### config.mk
export PLATFORM = sky130hd
export DESIGN_NAME = match_sequencer
export DESIGN_NICKNAME = d
export VERILOG_FILES = /design/src/rtl/object_package.sv /design/src/rtl/frame_timer.sv /design/src/rtl/match_sequencer.sv
export SDC_FILE = /design/constraint.sdc
export NUM_CORES = 1
export LEC_CHECK = 0
export CORE_MARGIN = 3
export CORE_UTILIZATION = 49
export DETAILED_ROUTE_END_ITERATION = 12
export HOLD_SLACK_MARGIN = 0.05
export PLACE_DENSITY = 0.77
export SLEW_MARGIN = 10
export SYNTH_ARGS = -nofsm -noshare
export SYNTH_HDL_FRONTEND = slang
export SYNTH_SLANG_ARGS = --single-unit
export TNS_END_PERCENT = 20
### constraint.sdc
create_clock -name clk -period 2.2 [get_ports clk]
set_clock_uncertainty 0.1 [all_clocks]
set_input_delay 0.22 -clock clk [delete_from_list [all_inputs] [get_ports clk]]
set_output_delay 0.22 -clock clk [all_outputs]
set_load 0.02 [all_outputs]
### src/rtl/object_package.sv
// Shared declarations for the Meow-Pong movable-object datapath.
//
// Purpose:
//   Holds the match_state_t encoding. It also holds the default match tuning
//   (win score, serve and point hold lengths, score width). The HUD decodes the
//   same values, so they live here instead of being repeated in each consumer.
//
// Contents:
//   match_state_t          IDLE, SERVE, PLAY, POINT, GAMEOVER (3-bit encoding)
//   WIN_SCORE_DEF          points that end a match
//   SERVE_FRAMES_DEF       frame ticks from SERVE entry to ball launch
//   POINT_FRAMES_DEF       frame ticks frozen after a point
//   SCORE_W_DEF            score counter width
//   max_int()              elaboration-time helper for sizing counters
package object_package;

  typedef enum logic [2:0] {
    IDLE     = 3'd0,
    SERVE    = 3'd1,
    PLAY     = 3'd2,
    POINT    = 3'd3,
    GAMEOVER = 3'd4
  } match_state_t;

  localparam int WIN_SCORE_DEF    = 5;
  localparam int SERVE_FRAMES_DEF = 60;
  localparam int POINT_FRAMES_DEF = 30;
  localparam int SCORE_W_DEF      = 4;

  function automatic int max_int(input int a, input int b);
    return (a > b) ? a : b;
  endfunction

endpackage

### src/rtl/frame_timer.sv
// Loadable frame-tick down-counter used for the serve countdown and the
// post-point hold.
//
// Ports:
//   clk      in   1  system clock
//   rst_n    in   1  asynchronous active-low reset (count clears to 0)
//   load     in   1  load value into the counter; has priority over tick
//   value    in   W  value loaded on load
//   tick     in   1  frame tick; decrements a non-zero count
//   freeze   in   1  holds the count while high
//   expired  out  1  tick & (count == 0): the owning state should exit now
//
// A load of 0 therefore expires on the very first tick after entry.
module frame_timer #(
  parameter int W = 8
) (
  input  logic         clk,
  input  logic         rst_n,
  input  logic         load,
  input  logic [W-1:0] value,
  input  logic         tick,
  input  logic         freeze,
  output logic         expired
);

  logic [W-1:0] count;

  // The counter stops at zero rather than wrapping. The owner sees expiry on
  // the next tick and reloads on its state change.
  always_ff @(posedge clk or negedge rst_n) begin
    if (!rst_n) begin
      count <= '0;
    end else if (load) begin
      count <= value;
    end else if (tick && !freeze && (count != '0)) begin
      count <= count - W'(1);
    end
  end

  assign expired = tick & (count == '0);

endmodule

### src/rtl/match_sequencer.sv
// Round/match sequencer for Meow-Pong.
//
// Purpose:
//   Walks IDLE -> SERVE -> PLAY -> POINT -> (SERVE | GAMEOVER) and keeps both
//   scores. It gates the per-frame physics/ai update strobe. It also tells the
//   ball logic when and which way to serve.
//
// Configuration:
//   MATCH_PAUSE_EN  when defined, adds the pause input. A pause rising edge in
//                   SERVE or PLAY toggles a paused flag. While paused, en is 0,
//                   the timer is frozen and misses are ignored. When undefined,
//                   the pause port does not exist and nothing is ever paused.
//
// Ports:
//   clk         in   1        system clock
//   rst_n       in   1        asynchronous active-low reset
//   frame_tick  in   1        one-cycle pulse per video frame
//   start       in   1        synchronised start level (rising edge acts)
//   miss_left   in   1        ball passed left paddle (pulse)
//   miss_right  in   1        ball passed right paddle (pulse)
//   rnum        in   8        LFSR value; bit 0 picks random serve directions
//   pause       in   1        synchronised pause level (MATCH_PAUSE_EN only)
//   en          out  1        physics/ai update strobe
//   serve_req   out  1        pulse: relaunch ball from centre
//   serve_dir   out  1        0 = toward left, 1 = toward right
//   score_l     out  SCORE_W  left (ai) score
//   score_r     out  SCORE_W  right (player) score
//   gameover    out  1        high while in GAMEOVER
//   state       out  3        match_state_t encoding for HUD/debug
module match_sequencer
  import object_package::*;
#(
  parameter int WIN_SCORE    = WIN_SCORE_DEF,
  parameter int SERVE_FRAMES = SERVE_FRAMES_DEF,
  parameter int POINT_FRAMES = POINT_FRAMES_DEF,
  parameter int SCORE_W      = SCORE_W_DEF
) (
  input  logic               clk,
  input  logic               rst_n,
  input  logic               frame_tick,
  input  logic               start,
  input  logic               miss_left,
  input  logic               miss_right,
  input  logic [7:0]         rnum,
`ifdef MATCH_PAUSE_EN
  input  logic               pause,
`endif
  output logic               en,
  output logic               serve_req,
  output logic               serve_dir,
  output logic [SCORE_W-1:0] score_l,
  output logic [SCORE_W-1:0] score_r,
  output logic               gameover,
  output logic [2:0]         state
);

  localparam logic [2:0] S_IDLE     = IDLE;
  localparam logic [2:0] S_SERVE    = SERVE;
  localparam logic [2:0] S_PLAY     = PLAY;
  localparam logic [2:0] S_POINT    = POINT;
  localparam logic [2:0] S_GAMEOVER = GAMEOVER;

  localparam int TIMER_MAX = max_int(SERVE_FRAMES, POINT_FRAMES);
  localparam int TIMER_W   = (TIMER_MAX < 2) ? 1 : $clog2(TIMER_MAX + 1);

  localparam logic [TIMER_W-1:0] SERVE_LOAD = TIMER_W'(SERVE_FRAMES);
  localparam logic [TIMER_W-1:0] POINT_LOAD = TIMER_W'(POINT_FRAMES);
  localparam logic [SCORE_W-1:0] WIN_VAL    = SCORE_W'(WIN_SCORE);

  logic [2:0]         next_state;
  logic               start_q;
  logic               start_rise;
  logic               start_go;
  logic               paused;
  logic               play_live;
  logic               miss_any;
  logic               timer_load;
  logic [TIMER_W-1:0] timer_value;
  logic               timer_tick;
  logic               timer_expired;
  logic               rnum_unused;

  // Only bit 0 of the shared LFSR is used for serve direction.
  assign rnum_unused = ^rnum[7:1];

  assign start_rise = start & ~start_q;
  assign start_go   = start_rise & ((state == S_IDLE) | (state == S_GAMEOVER));
  assign play_live  = (state == S_PLAY) & ~paused;
  assign miss_any   = play_live & (miss_left | miss_right);

  // Paused frames never reach the timer. So expiry, and any serve it would
  // trigger, cannot happen while paused.
  assign timer_tick = frame_tick & ~paused;

  assign en       = frame_tick & play_live;
  assign gameover = (state == S_GAMEOVER);

`ifdef MATCH_PAUSE_EN
  logic pause_q;

  // Pause toggles on a rising edge only while the ball is in motion or about
  // to be served. Dropping out of SERVE/PLAY always unpauses. This way a
  // match never resumes frozen.
  always_ff @(posedge clk or negedge rst_n) begin
    if (!rst_n) begin
      pause_q <= 1'b0;
      paused  <= 1'b0;
    end else begin
      pause_q <= pause;
      if ((next_state != S_SERVE) && (next_state != S_PLAY)) begin
        paused <= 1'b0;
      end else if (pause && !pause_q &&
                   ((state == S_SERVE) || (state == S_PLAY))) begin
        paused <= ~paused;
      end
    end
  end
`else
  assign paused = 1'b0;
`endif

  frame_timer #(
    .W(TIMER_W)
  ) u_timer (
    .clk    (clk),
    .rst_n  (rst_n),
    .load   (timer_load),
    .value  (timer_value),
    .tick   (timer_tick),
    .freeze (paused),
    .expired(timer_expired)
  );

  // Next-state logic. Every transition reloads the timer for the state being
  // entered. PLAY and GAMEOVER load 0 because they never time out.
  // serve_req is the SERVE->PLAY transition cycle itself, so the ball launches
  // on the same frame tick that ends the countdown.
  always_comb begin
    next_state  = state;
    timer_load  = 1'b0;
    timer_value = '0;
    serve_req   = 1'b0;
    case (state)
      S_IDLE, S_GAMEOVER: begin
        if (start_go) begin
          next_state  = S_SERVE;
          timer_load  = 1'b1;
          timer_value = SERVE_LOAD;
        end
      end
      S_SERVE: begin
        if (timer_expired) begin
          serve_req   = 1'b1;
          next_state  = S_PLAY;
          timer_load  = 1'b1;
        end
      end
      S_PLAY: begin
        if (miss_any) begin
          next_state  = S_POINT;
          timer_load  = 1'b1;
          timer_value = POINT_LOAD;
        end
      end
      S_POINT: begin
        if (timer_expired) begin
          timer_load = 1'b1;
          if ((score_l == WIN_VAL) || (score_r == WIN_VAL)) begin
            next_state = S_GAMEOVER;
          end else begin
            next_state  = S_SERVE;
            timer_value = SERVE_LOAD;
          end
        end
      end
      default: begin
        next_state = S_IDLE;
        timer_load = 1'b1;
      end
    endcase
  end

  // State, scores and serve direction.
  // The side that missed receives the next serve. A double miss is a replay
  // with a random direction and no score change. Scores stop at WIN_SCORE, so
  // a narrow counter can never wrap past the winning value.
  always_ff @(posedge clk or negedge rst_n) begin
    if (!rst_n) begin
      state     <= S_IDLE;
      start_q   <= 1'b0;
      score_l   <= '0;
      score_r   <= '0;
      serve_dir <= 1'b0;
    end else begin
      start_q <= start;
      state   <= next_state;
      if (start_go) begin
        score_l   <= '0;
        score_r   <= '0;
        serve_dir <= rnum[0];
      end else if (miss_any) begin
        if (miss_left && !miss_right) begin
          if (score_r < WIN_VAL) begin
            score_r <= score_r + SCORE_W'(1);
          end
          serve_dir <= 1'b0;
        end else if (miss_right && !miss_left) begin
          if (score_l < WIN_VAL) begin
            score_l <= score_l + SCORE_W'(1);
          end
          serve_dir <= 1'b1;
        end else begin
          serve_dir <= rnum[0];
        end
      end
    end
  end

endmodule

# [Yosys cells after proc, flatten, opt, wreduce, memory -nomap -nowiden]
# Cells that the tools add are included.
[totals] ff_bits=19 in_bits=14 out_inout_bits=15 word_cells=81
[classes] addsub=3 magnitude_cmp=2 eq_ne=11 muxes=31 bitwise=8 n_reduce_logical=20
[op_table] operator="2-to-1 mux 4 bit" count=9
[op_table] operator="2-to-1 mux 6 bit" count=5
[op_table] operator="one-hot mux 6 bit (3 select lines)" count=1
[op_table] operator="2-to-1 mux 3 bit" count=5
[op_table] operator="one-hot mux 3 bit (4 select lines)" count=1
[op_table] operator="nonzero test 2 bit" count=6
[op_table] operator="adder 4 x 1 -> 4 bit, second input constant" count=2
[op_table] operator="== test 4 x 3 -> 1 bit, second input constant" count=2
[op_table] operator="less-than comparator 4 x 3 -> 1 bit, second input constant" count=2
[op_table] operator="2-to-1 mux 1 bit" count=8
[op_table] operator="inequality test 2 bit, second input constant" count=4
[op_table] operator="AND reduction 4 bit" count=2
[op_table] operator="== test 3 x 2 -> 1 bit, second input constant" count=2
[op_table] operator="logical NOT 6 bit" count=1
[op_table] operator="nonzero test 6 bit" count=1
[op_table] operator="subtractor 6 x 1 -> 6 bit, second input constant" count=1
[op_table] operator="bitwise AND 1 bit" count=5
[op_table] operator="2-to-1 mux 5 bit" count=1
[op_table] operator="OR reduction 2 bit" count=2
[op_table] operator="== test 3 x 1 -> 1 bit, second input constant" count=1
[op_table] operator="== test 3 bit, second input constant" count=1
[op_table] operator="logical AND 1 bit" count=3
[op_table] operator="logical NOT 3 bit" count=1
[op_table] operator="one-hot mux 1 bit (3 select lines)" count=1
[op_table] operator="6 further kinds" count=8

# [Longest topological paths before layout]
# Gate-level depths: netlist (run 1).
[logic_depth] depth_word=6 mapped_depth=7 depth_no_buf=6

# [Modules after synthesis]
# From an unflattened synthesis (run 1), not the netlist that was laid out.
[unflattened] hier_cells=150 area_unflattened_um2=1348.8
[modules_own_cells] mod="match_sequencer" instances=1 cells_per_inst=97 area_each_um2=892.1 seq_area_each_um2=325.3
[modules_own_cells] mod="frame_timer" instances=1 cells_per_inst=53 area_each_um2=456.7 seq_area_each_um2=150.1

# [Worst setup path after synthesis (run 1)]
# Ideal clock, no wire load.
[synth_path] kind="register -> output" start="register u_timer.count[0]" end="output port serve_req" arrival_time_ns=1.561 slack_ns=0.319 path_stages_with_launch=6 path_buffers=0 path_cell_list="dfrtp_1 > inv_1 > ha_1 > nor2b_1 > nand4_1 > nor3_1"
[synth_via] elab_chain_cells=4
[synth_rtl] item="start: declaration" line_no="frame_timer.sv:26" text="logic [W-1:0] count;"
[synth_rtl] item="start signal: assignment" line_no="frame_timer.sv:34" text="count <= value;"
[synth_rtl] item="start signal: assignment" line_no="frame_timer.sv:36" text="count <= count - W'(1);"
[synth_rtl] item="logical NOT 6 bit" line_no="frame_timer.sv:40" text="assign expired = tick & (count == '0);"
[synth_rtl] item="bitwise AND 1 bit" line_no="frame_timer.sv:40"
[synth_rtl] item="2-to-1 mux 1 bit" line_no="match_sequencer.sv:152" text="if (timer_expired) begin"
[synth_rtl] item="2-to-1 mux 1 bit" line_no="match_sequencer.sv:143" text="case (state)"
[synth_rtl] item="end: declaration" line_no="match_sequencer.sv:49" text="output logic serve_req,"
# No other way between the ends.

# [Final worst setup path (run 1)]
[layout_path] start="register state[2]" end="output port en"
[layout_via] elab_chain_cells=2
[layout_rtl] item="start: declaration" line_no="match_sequencer.sv:54" text="output logic [2:0] state"
[layout_rtl] item="start signal: assignment" line_no="match_sequencer.sv:196" text="state <= next_state;"
[layout_rtl] item="== test 3 x 2 -> 1 bit" line_no="match_sequencer.sv:88" text="assign play_live = (state == S_PLAY) & ~paused;"
[layout_rtl] item="bitwise AND 1 bit" line_no="match_sequencer.sv:95" text="assign en = frame_tick & play_live;"
[layout_rtl] item="end: declaration" line_no="match_sequencer.sv:48" text="output logic en,"
# No other way between the ends.

==> flow_metrics.env, run 1 <==
export IMPL_rsz0062_at_grt="no"
export IMPL_drt_wirelength_per_cell_um=15.5
export IMPL_slew_violations=0
export IMPL_hold_viol=0
export IMPL_synth_ff_latch_count=19
export IMPL_clock_fmax_ghz=0.503
export IMPL_die_height_um=56.3
export IMPL_die_area_mm2=0.00316
export IMPL_r2r_slack_ns=0.28
export IMPL_grt_max_degree=20
export IMPL_clock_sinks=19
export IMPL_ys_types=39
export IMPL_cp_end_kind="output port"
export IMPL_routed_top_layer="met4"
export IMPL_drive_gt1_frac=0.158
export IMPL_wl_met2_um=1480
export IMPL_critPathLaunchType="flip-flop"
export IMPL_tightestPinTransition_ns=0.357
export IMPL_crit_path_max_fanout=7
export IMPL_clk_latency_ns=0.30
export IMPL_dp_hpwl_um=2260
export IMPL_r2r_end="state[0]$_DFFE_PN0P_"
export IMPL_place_gp_congestion=0.783
export IMPL_vias=1080
export IMPL_num_rows=17
export IMPL_antenna_found_initial=0
export IMPL_max_slew_margin=0.761
export IMPL_finalSetupViolations=0
export IMPL_post_route_period_util=0.904
export IMPL_synth_cells=127
export IMPL_overflow=0
export IMPL_hp_class="input pin to asynchronous set/reset pin"
export IMPL_leakagePower_nw=0.722
export IMPL_place_ws_ns=0.135
export IMPL_min_period_ns=1.99
export IMPL_h_tree_depth=1
export IMPL_drv_cap=0
export IMPL_place_area_mm2=0.00154
export IMPL_cts_buffers=3
export IMPL_seq_area_frac_synth=0.384
export IMPL_critPathRequiredTime_ns=1.88
export IMPL_die_w_um=56.3
export IMPL_worstReg2RegStart="state[0]$_DFFE_PN0P_"
export IMPL_core_area_mm2=0.00230
export IMPL_critPathKind="flip-flop to output port"
export IMPL_ys_warn_count=0
export IMPL_clkTransAtPathRegs_ns=0.10
export IMPL_finalInstanceArea_mm2=0.00156
export IMPL_r2r_cells=4
export IMPL_ir_drop_uv=673
export IMPL_worst_slack_ns=0.211
export IMPL_postRouteWirelength_um=2880
export IMPL_fin_nets=181
export IMPL_synth_area_per_cell_um2=9.74
export IMPL_portBuffers=21
export IMPL_postCtsHoldBufs=0
export IMPL_synth_edf_count=0
export IMPL_grt_pass1_vias=1124
export IMPL_grt_pass1_wl_um=4950
export IMPL_wl_met1_um=1250
export IMPL_synthFlopType="dfrtp_1"
export IMPL_tns_ns=0
export IMPL_drc=0
export IMPL_drtIter0Drc=16
export IMPL_dr_wl_met3_um=110
export IMPL_synth_area_mm2=0.00124
export IMPL_crit_arrival_ns=1.67
export IMPL_io_pins=29
export IMPL_antenna_left=0
export IMPL_via_per_inst=5.81
export IMPL_cts_tree="built"
export IMPL_syn_num_nets=149
export IMPL_syn_to_final_growth_pct=26.1
export IMPL_initial_core_util=0.539
export IMPL_diodes=0
export IMPL_first_pass_iters=4
export IMPL_track_usage=0.198
export IMPL_ctsRootBufferMaster="clkbuf_4"
export IMPL_run_status="complete, no violations"
export IMPL_powerDensity_mw_per_mm2=1020
export IMPL_clock_path_buffers=2
export IMPL_async_flop_share=1.00
export IMPL_cts_setup_buffers=0
-- synthesized netlist by cell type (3+ instances only) --
library cell  number  area, um^2
dfrtp_1           19         475
xnor2_1            4        35.0
mux2i_1            4        40.0
a21oi_1            5        25.0
o21ai_0            3        15.0
nor2_1            17        63.8
nand4_1            4        25.0
buf_2              3        15.0
nand2b_1           4        25.0
inv_1              8        30.0
ha_1               8         100
nor3_1             4        20.0
nand3_1            7        35.0
nand2_1            5        18.8
-- worst max-delay path, stage by stage, from the launching register on --
cell           delay (ns)
dfrtp_1              0.46
nand2b_1             0.25
nor2_2               0.17
and2_1               0.16
dlygate4sd2_1        0.33
-- layout make-up --
class,count,area [um^2]
multi-input combinational,97,719
sequential,19,475
timing repair buffer,30,274
fill,195,737
inverter,8,30.0
tap,28,35.0
clock buffer,4,26.3
-- report_power, final --
| part | switching (mW) | internal [mW] |
|---|---|---|
| Clock | 0.106 | 0.0707 |
| Combinational | 0.429 | 0.400 |
| Sequential | 0.132 | 0.456 |
-- worst max-delay path by stage --
stage                                             from        end  slack, ns  cells past startpoint
final                             state[2]$_DFFE_PN0P_         en       0.21                      4
after CTS                         state[0]$_DFFE_PN0P_   gameover       0.01                      3
after global routing      u_timer.count[0]$_DFFE_PN0P_  serve_req       0.10                      6
after detailed placement  u_timer.count[0]$_DFFE_PN0P_  serve_req       0.13                      6
after global placement    u_timer.count[0]$_DFFE_PN0P_  serve_req       0.18                      6
after floorplan           u_timer.count[0]$_DFFE_PN0P_  serve_req       0.32                      5
-- flip-flops by register name, summed over array words and instances (netlist names) --
name,count
score_r,4
score_l,4
u_timer.count,6
start_q,1
serve_dir,1
state,3
-- cell usage in the layout (no fill, tap or decap), drive strengths merged, types with 5 or more instances in the layout --
cell	netlist	routed
nor3	5	5
a21oi	5	5
buf	3	9
nand3	7	7
nand2	5	5
inv	8	8
nor2	17	17
dfrtp	19	19
clkbuf	0	5
ha	8	8
clkdlybuf4s50	0	18
-- routing by layer --
metal | global-route usage | vias up
li1 | - | 517
met1 | 0.241 | 532
met2 | 0.342 | 26
met3 | 0.0322 | 5
met4 | 0.0881 | 0
met5 | 0 | -
-- per-stage QoR --
step                      cells  power [mW]  utilization  hold WS [ns]
after global placement      182        1.38        0.668         0.426
after CTS                   186        1.60        0.680         0.143
after floorplan             127        1.11            -        -0.176
final                       186        1.59        0.679         0.135
after global routing        186        1.71        0.679         0.149
after detailed placement    182        1.42        0.668         0.423
-- cell families after synthesis --
kind of cell    share of synthesized area
simple gates                        0.271
compound gates                      0.153
buf+inv                            0.0364
mux                                0.0324
fa+ha+maj                          0.0809
flops                               0.384
xor+xnor                           0.0425
-- what timing repair did --
action | in CTS | in global routing
gates cloned | 0 | 0
setup endpoints to repair | 2 | 2
resized for setup | 3 | 4
(Power assumes the default switching activity.)
==> run 2, diff against run 1 <==
--- a/config.mk
+++ b/config.mk
@@ -5,11 +5,13 @@
 export SDC_FILE = /design/constraint.sdc
 export NUM_CORES = 1
 export LEC_CHECK = 0
+export CORE_ASPECT_RATIO = 0.5
 export CORE_MARGIN = 3
-export CORE_UTILIZATION = 49
+export CORE_UTILIZATION = 44
 export DETAILED_ROUTE_END_ITERATION = 12
 export HOLD_SLACK_MARGIN = 0.05
-export PLACE_DENSITY = 0.77
+export PLACE_DENSITY = 0.73
+export SETUP_SLACK_MARGIN = 0.15
 export SLEW_MARGIN = 10
 export SYNTH_ARGS = -nofsm -noshare
 export SYNTH_HDL_FRONTEND = slang
==> constraint.sdc (replaced) <==
create_clock -name clk -period 1.6 [get_ports clk]
set_clock_uncertainty 0.1 [all_clocks]
set_input_delay 0.16 -clock clk [delete_from_list [all_inputs] [get_ports clk]]
set_output_delay 0.16 -clock clk [all_outputs]
set_load 0.02 [all_outputs]
==> run 2 against run 1 <==
Compared with the run above: the run now ends with negative setup slack left; design area is 30% higher; global-route usage up 1.5 points; first-iteration DRC count rose to 6.3 times the previous value; non-clock buffer count is 35 higher.
==> flow_metrics.env, run 2 (synthesis gave the netlist of run 1 again) <==
export IMPL_leakagePower_nw=0.991
export IMPL_multi_input_area_um2=887
export IMPL_run_status="finished, violations left"
export IMPL_clkPwrFrac=0.114
export IMPL_rsz0062_at_grt="yes"
export IMPL_overflow=0
export IMPL_place_gp_congestion=0.859
export IMPL_grt_pass1_vias=1201
export IMPL_finalSetupViolations=10
export IMPL_h_tree_depth=1
export IMPL_worst_slack_ns=-0.126
export IMPL_ir_drop_uv=834
export IMPL_dp_hpwl_um=2330
export IMPL_vias=1299
export IMPL_antenna_left=0
export IMPL_critPathLaunchType="flip-flop"
export IMPL_utilization=0.836
export IMPL_max_slew_margin=0.776
export IMPL_cts_tree="built"
export IMPL_cell_internal_pwr_mw=1.80
export IMPL_track_usage=0.213
export IMPL_num_rows=12
export IMPL_powerDensity_mw_per_mm2=1480
export IMPL_final_cells=228
export IMPL_largest_register="u_timer.count"
export IMPL_swShare=0.402
export IMPL_clk_latency_ns=0.26
export IMPL_antenna_found_initial=0
export IMPL_die_w_um=81
export IMPL_drt_wirelength_per_cell_um=17.0
export IMPL_ctsRootBufferMaster="clkbuf_8"
export IMPL_core_area_mm2=0.00243
export IMPL_grt_max_degree=20
export IMPL_clock_sinks=19
export IMPL_initial_core_util=0.509
export IMPL_p_comb_frac=0.636
export IMPL_place_area_mm2=0.00176
export IMPL_clock_fmax_ghz=0.580
export IMPL_crit_path_max_fanout=2
export IMPL_fillers=137
export IMPL_diodes=0
export IMPL_die_height_um=43.5
export IMPL_placed_cells=216
export IMPL_die_area_mm2=0.00352
export IMPL_portBuffers=21
export IMPL_hold_viol=0
export IMPL_switching_power_mw=1.21
export IMPL_first_pass_iters=5
export IMPL_finalInstanceArea_mm2=0.00203
export IMPL_syn_to_final_growth_pct=64.3
export IMPL_place_ws_ns=-0.356
export IMPL_whs_ns=0.152
export IMPL_top_regs="u_timer.count x6, score_l x4, score_r x4"
export IMPL_power_frac_seq=0.250
export IMPL_seq_area_um2=479
export IMPL_cp_end_kind="output port"
export IMPL_slew_violations=0
export IMPL_critPathKind="flip-flop to output port"
export IMPL_via_per_inst=5.70
export IMPL_layout_commonest_cell="buf_4"
export IMPL_clkTransAtPathRegs_ns=0.08
export IMPL_hp_class="input pin to asynchronous set/reset pin"
export IMPL_io_pins=29
export IMPL_postRouteWirelength_um=3870
export IMPL_min_period_ns=1.73
export IMPL_clock_path_buffers=2
export IMPL_p_total_mw=3.02
export IMPL_post_route_period_util=1.08
export IMPL_critPathRequiredTime_ns=1.34
export IMPL_tightestPinTransition_ns=0.335
export IMPL_grt_pass1_wl_um=5700
export IMPL_largest_reg_flops=6
export IMPL_postCtsHoldBufs=0
export IMPL_tns_ns=-0.814
export IMPL_drc=0
export IMPL_cts_buffers=3
export IMPL_drv_cap=0
export IMPL_crit_arrival_ns=1.47
export IMPL_violations="negative setup slack"
export IMPL_final_cell_mix="buf_4 (39), dfrtp_1 (16), nor2_1 (14)"
export IMPL_fin_nets=216
export IMPL_drtIter0Drc=101
export IMPL_drive_gt1_frac=0.466
## run 2: changes by cell type in the layout (fill, tap and decap cells not counted), moves of 8 or more
cell and delta:
dlygate4sd2_1 +11, buf_4 +30, buf_6 +8, clkdlybuf4s50_1 -12
## run 2: cell type report
cell class                 count  share of cell area
clock buffer                   4              0.0222
inverter                       8              0.0148
multi-input combinational     97               0.436
sequential                    19               0.236
tap                           35              0.0215
timing repair buffer          65               0.270
## run 2: per-layer routing
metal,vias up,wire [um],GRT usage
li1,591,-,-
met1,631,1580,0.267
met2,61,1970,0.382
met3,16,218,0.0519
met4,0,104,0.0370
met5,-,0,0
## run 2: critical path, cell delays in order (launching register included)
cell	delay, ns
dfrtp_1	0.39
inv_2	0.09
ha_4	0.13
nor2b_4	0.14
nand4_1	0.15
nor3_2	0.14
buf_4	0.16
## run 2: power groups by stage
| stage | clock network [mW] | registers, mW | logic, mW |
|---|---|---|---|
| detailed placement | 0 | 0.759 | 1.46 |
| global route | 0.369 | 0.765 | 2.05 |
| global placement | 0 | 0.753 | 1.42 |
| finish | 0.344 | 0.753 | 1.92 |
| floorplan | 0 | 0.857 | 0.672 |
| CTS | 0.347 | 0.746 | 1.76 |
## run 2: timing repair
item | in CTS | in global routing
setup endpoints to repair | 33 | 22
endpoints found under the hold margin | 0 | 0
pin swaps | 22 | 11
cloned | 0 | 0
buffers inserted | 7 | 1
resized for setup | 59 | 11
## run 2: worst paths after layout
check | end | depth (start not counted) | slack [ns] | from
worst max register to register | u_timer.count[1]$_DFFE_PN0P_ | 8 | -0.10 | u_timer.count[0]$_DFFE_PN0P_
max in group asynchronous | score_r[1]$_DFFE_PN0P_ | 2 | 1.01 | rst_n
worst min register to register | score_r[3]$_DFFE_PN0P_ | 1 | 0.45 | score_r[3]$_DFFE_PN0P_
min in group clk | start_q$_DFF_PN0_ | 2 | 0.41 | start
worst min-delay path | score_r[0]$_DFFE_PN0P_ | 2 | 0.15 | rst_n
worst max-delay path | serve_req | 6 | -0.13 | u_timer.count[0]$_DFFE_PN0P_
==> run 3, diff against run 2 <==
--- a/config.mk
+++ b/config.mk
@@ -12,7 +12,7 @@
 export HOLD_SLACK_MARGIN = 0.05
 export PLACE_DENSITY = 0.73
 export SETUP_SLACK_MARGIN = 0.15
-export SLEW_MARGIN = 10
+export SLEW_MARGIN = 20
 export SYNTH_ARGS = -nofsm -noshare
 export SYNTH_HDL_FRONTEND = slang
 export SYNTH_SLANG_ARGS = --single-unit
==> constraint.sdc (replaced) <==
create_clock -name clk -period 1.6 [get_ports clk]
set_clock_uncertainty 0.1 [all_clocks]
set_input_delay 0.32 -clock clk [delete_from_list [all_inputs] [get_ports clk]]
set_output_delay 0.32 -clock clk [all_outputs]
set_load 0.02 [all_outputs]
==> run 3 against run 2 <==
Compared with the run above: the run still ends with negative setup slack left; sequential share of layout area is 0.15 points higher; die area is the same; worst setup slack worse by 0.21 ns; largest cell class unchanged.
==> flow_metrics.env, run 3 (synthesis gave the netlist of run 1 again) <==
export IMPL_crit_buf_inv=2
export IMPL_critPathMaxStageDelay_ns=0.40
export IMPL_vias=1282
export IMPL_h_tree_depth=1
export IMPL_critPathLaunchType="flip-flop"
export IMPL_rsz0062_at_grt="yes"
export IMPL_grt_pass1_wl_um=6130
export IMPL_core_area_mm2=0.00243
export IMPL_powerDensity_mw_per_mm2=1500
export IMPL_drt_wirelength_per_cell_um=16.6
export IMPL_largest_reg_flops=6
export IMPL_tns_ns=-3.01
export IMPL_ir_drop_uv=839
export IMPL_top_regs="u_timer.count x6, score_l x4, score_r x4"
export IMPL_tightestPinTransition_ns=0.315
export IMPL_cts_buffers=3
export IMPL_crit_arrival_ns=1.51
export IMPL_worst_slack_ns=-0.331
export IMPL_dp_hpwl_um=2520
export IMPL_die_height_um=43.5
export IMPL_num_rows=12
export IMPL_place_gp_congestion=0.899
export IMPL_overflow=0
export IMPL_run_status="finished, violations left"
export IMPL_largest_register="u_timer.count"
export IMPL_ctsRootBufferMaster="clkbuf_8"
export IMPL_hold_viol=0
export IMPL_postRouteWirelength_um=3860
export IMPL_grt_max_degree=20
export IMPL_clkTransAtPathRegs_ns=0.08
export IMPL_post_route_period_util=1.21
export IMPL_crit_path_top_delay_cell="dfrtp_1"
export IMPL_portBuffers=21
export IMPL_leakagePower_nw=0.965
export IMPL_first_pass_iters=4
export IMPL_worstPathCellList="inv_2 -> ha_4 -> nor2b_4 -> nand4_1 -> nor3_4 -> buf_6"
export IMPL_critPathTopFamily="simple AND/OR/NAND/NOR gates"
export IMPL_track_usage=0.231
export IMPL_diodes=0
export IMPL_die_w_um=81
export IMPL_multi_input_area_um2=838
export IMPL_max_slew_margin=0.788
export IMPL_cp_end_kind="output port"
export IMPL_grt_pass1_vias=1270
export IMPL_min_period_ns=1.93
export IMPL_critPathKind="flip-flop to output port"
export IMPL_slew_violations=0
export IMPL_io_pins=29
export IMPL_die_area_mm2=0.00352
export IMPL_drive_gt1_frac=0.480
export IMPL_antenna_left=0
export IMPL_initial_core_util=0.509
export IMPL_critPathRequiredTime_ns=1.18
export IMPL_cts_tree="built"
export IMPL_drc=0
export IMPL_p_total_mw=3.03
export IMPL_fin_nets=221
export IMPL_clock_fmax_ghz=0.518
export IMPL_seq_area_um2=479
export IMPL_drtIter0Drc=60
export IMPL_via_per_inst=5.50
export IMPL_fillers=139
export IMPL_final_cell_mix="buf_4 (44), dfrtp_1 (16), nor2_1 (14)"
export IMPL_clk_latency_ns=0.26
export IMPL_crit_path_max_fanout=2
export IMPL_finalSetupViolations=20
export IMPL_violations="negative setup slack"
export IMPL_drv_cap=0
export IMPL_clock_path_buffers=2
export IMPL_antenna_found_initial=0
export IMPL_postCtsHoldBufs=0
export IMPL_layout_commonest_cell="buf_4"
export IMPL_syn_to_final_growth_pct=63.3
export IMPL_hp_class="input pin to asynchronous set/reset pin"
export IMPL_clock_sinks=19
run 3: final timing paths:
check	start	end	slack, ns	cells after the start
worst max-delay path	u_timer.count[1]$_DFFE_PN0P_	serve_req	-0.33	6
worst min-delay path	rst_n	u_timer.count[0]$_DFFE_PN0P_	0.29	2
worst max register to register	state[0]$_DFFE_PN0P_	u_timer.count[4]$_DFFE_PN0P_	-0.24	5
worst min register to register	score_r[3]$_DFFE_PN0P_	score_r[3]$_DFFE_PN0P_	0.43	1
max in group asynchronous	rst_n	score_r[1]$_DFFE_PN0P_	0.87	2
min in group clk	score_r[3]$_DFFE_PN0P_	score_r[3]$_DFFE_PN0P_	0.43	1
run 3: area by class of cell:
class / instances / share of cell area
flip-flops and latches: 19 / 0.237
clock inverters: 1 / 0.00248
repair buffers: 70 / 0.289
clock buffers: 3 / 0.0204
well taps: 35 / 0.0217
inverters: 8 / 0.0149
multi-input cells: 97 / 0.415
run 3: per-stage QoR:
step	std cells	utilization	setup slack, ns	cell area [um^2]	hold WS (ns)
2_1_floorplan	127	-	-0.0965	1270	-0.0756
5_1_grt	233	0.831	-0.388	2020	0.317
4_1_cts	231	0.813	-0.290	1980	0.299
3_3_place_gp	220	0.747	-0.644	1820	0.416
6_report	233	0.831	-0.331	2020	0.289
3_5_place_dp	220	0.747	-0.649	1820	0.424
run 3: worst register-to-register path, cell delays in order (launching register included):
cell	delay (ns)
dfrtp_2	0.45
buf_12	0.14
or4b_4	0.48
o311a_4	0.16
a22oi_2	0.30
a31oi_1	0.09
run 3: per-layer routing:
| layer | vias to the layer above | GRT usage | wire, um |
|---|---|---|---|
| li1 | 596 | - | - |
| met5 | - | 0 | 0 |
| met1 | 616 | 0.294 | 1600 |
| met4 | 0 | 0.0673 | 111 |
| met2 | 55 | 0.387 | 1870 |
| met3 | 15 | 0.0664 | 272 |
run 3: where the power goes:
group | internal (mW) | total, mW | switching [mW]
sequential | 0.633 | 0.779 | 0.146
clock | 0.173 | 0.354 | 0.181
combinational | 0.998 | 1.90 | 0.899
run 3: repair_timing:
action	CTS	global route
endpoints found under the setup margin	33	26
pin swaps	20	5
gates resized for setup	74	9
buffers inserted	7	2
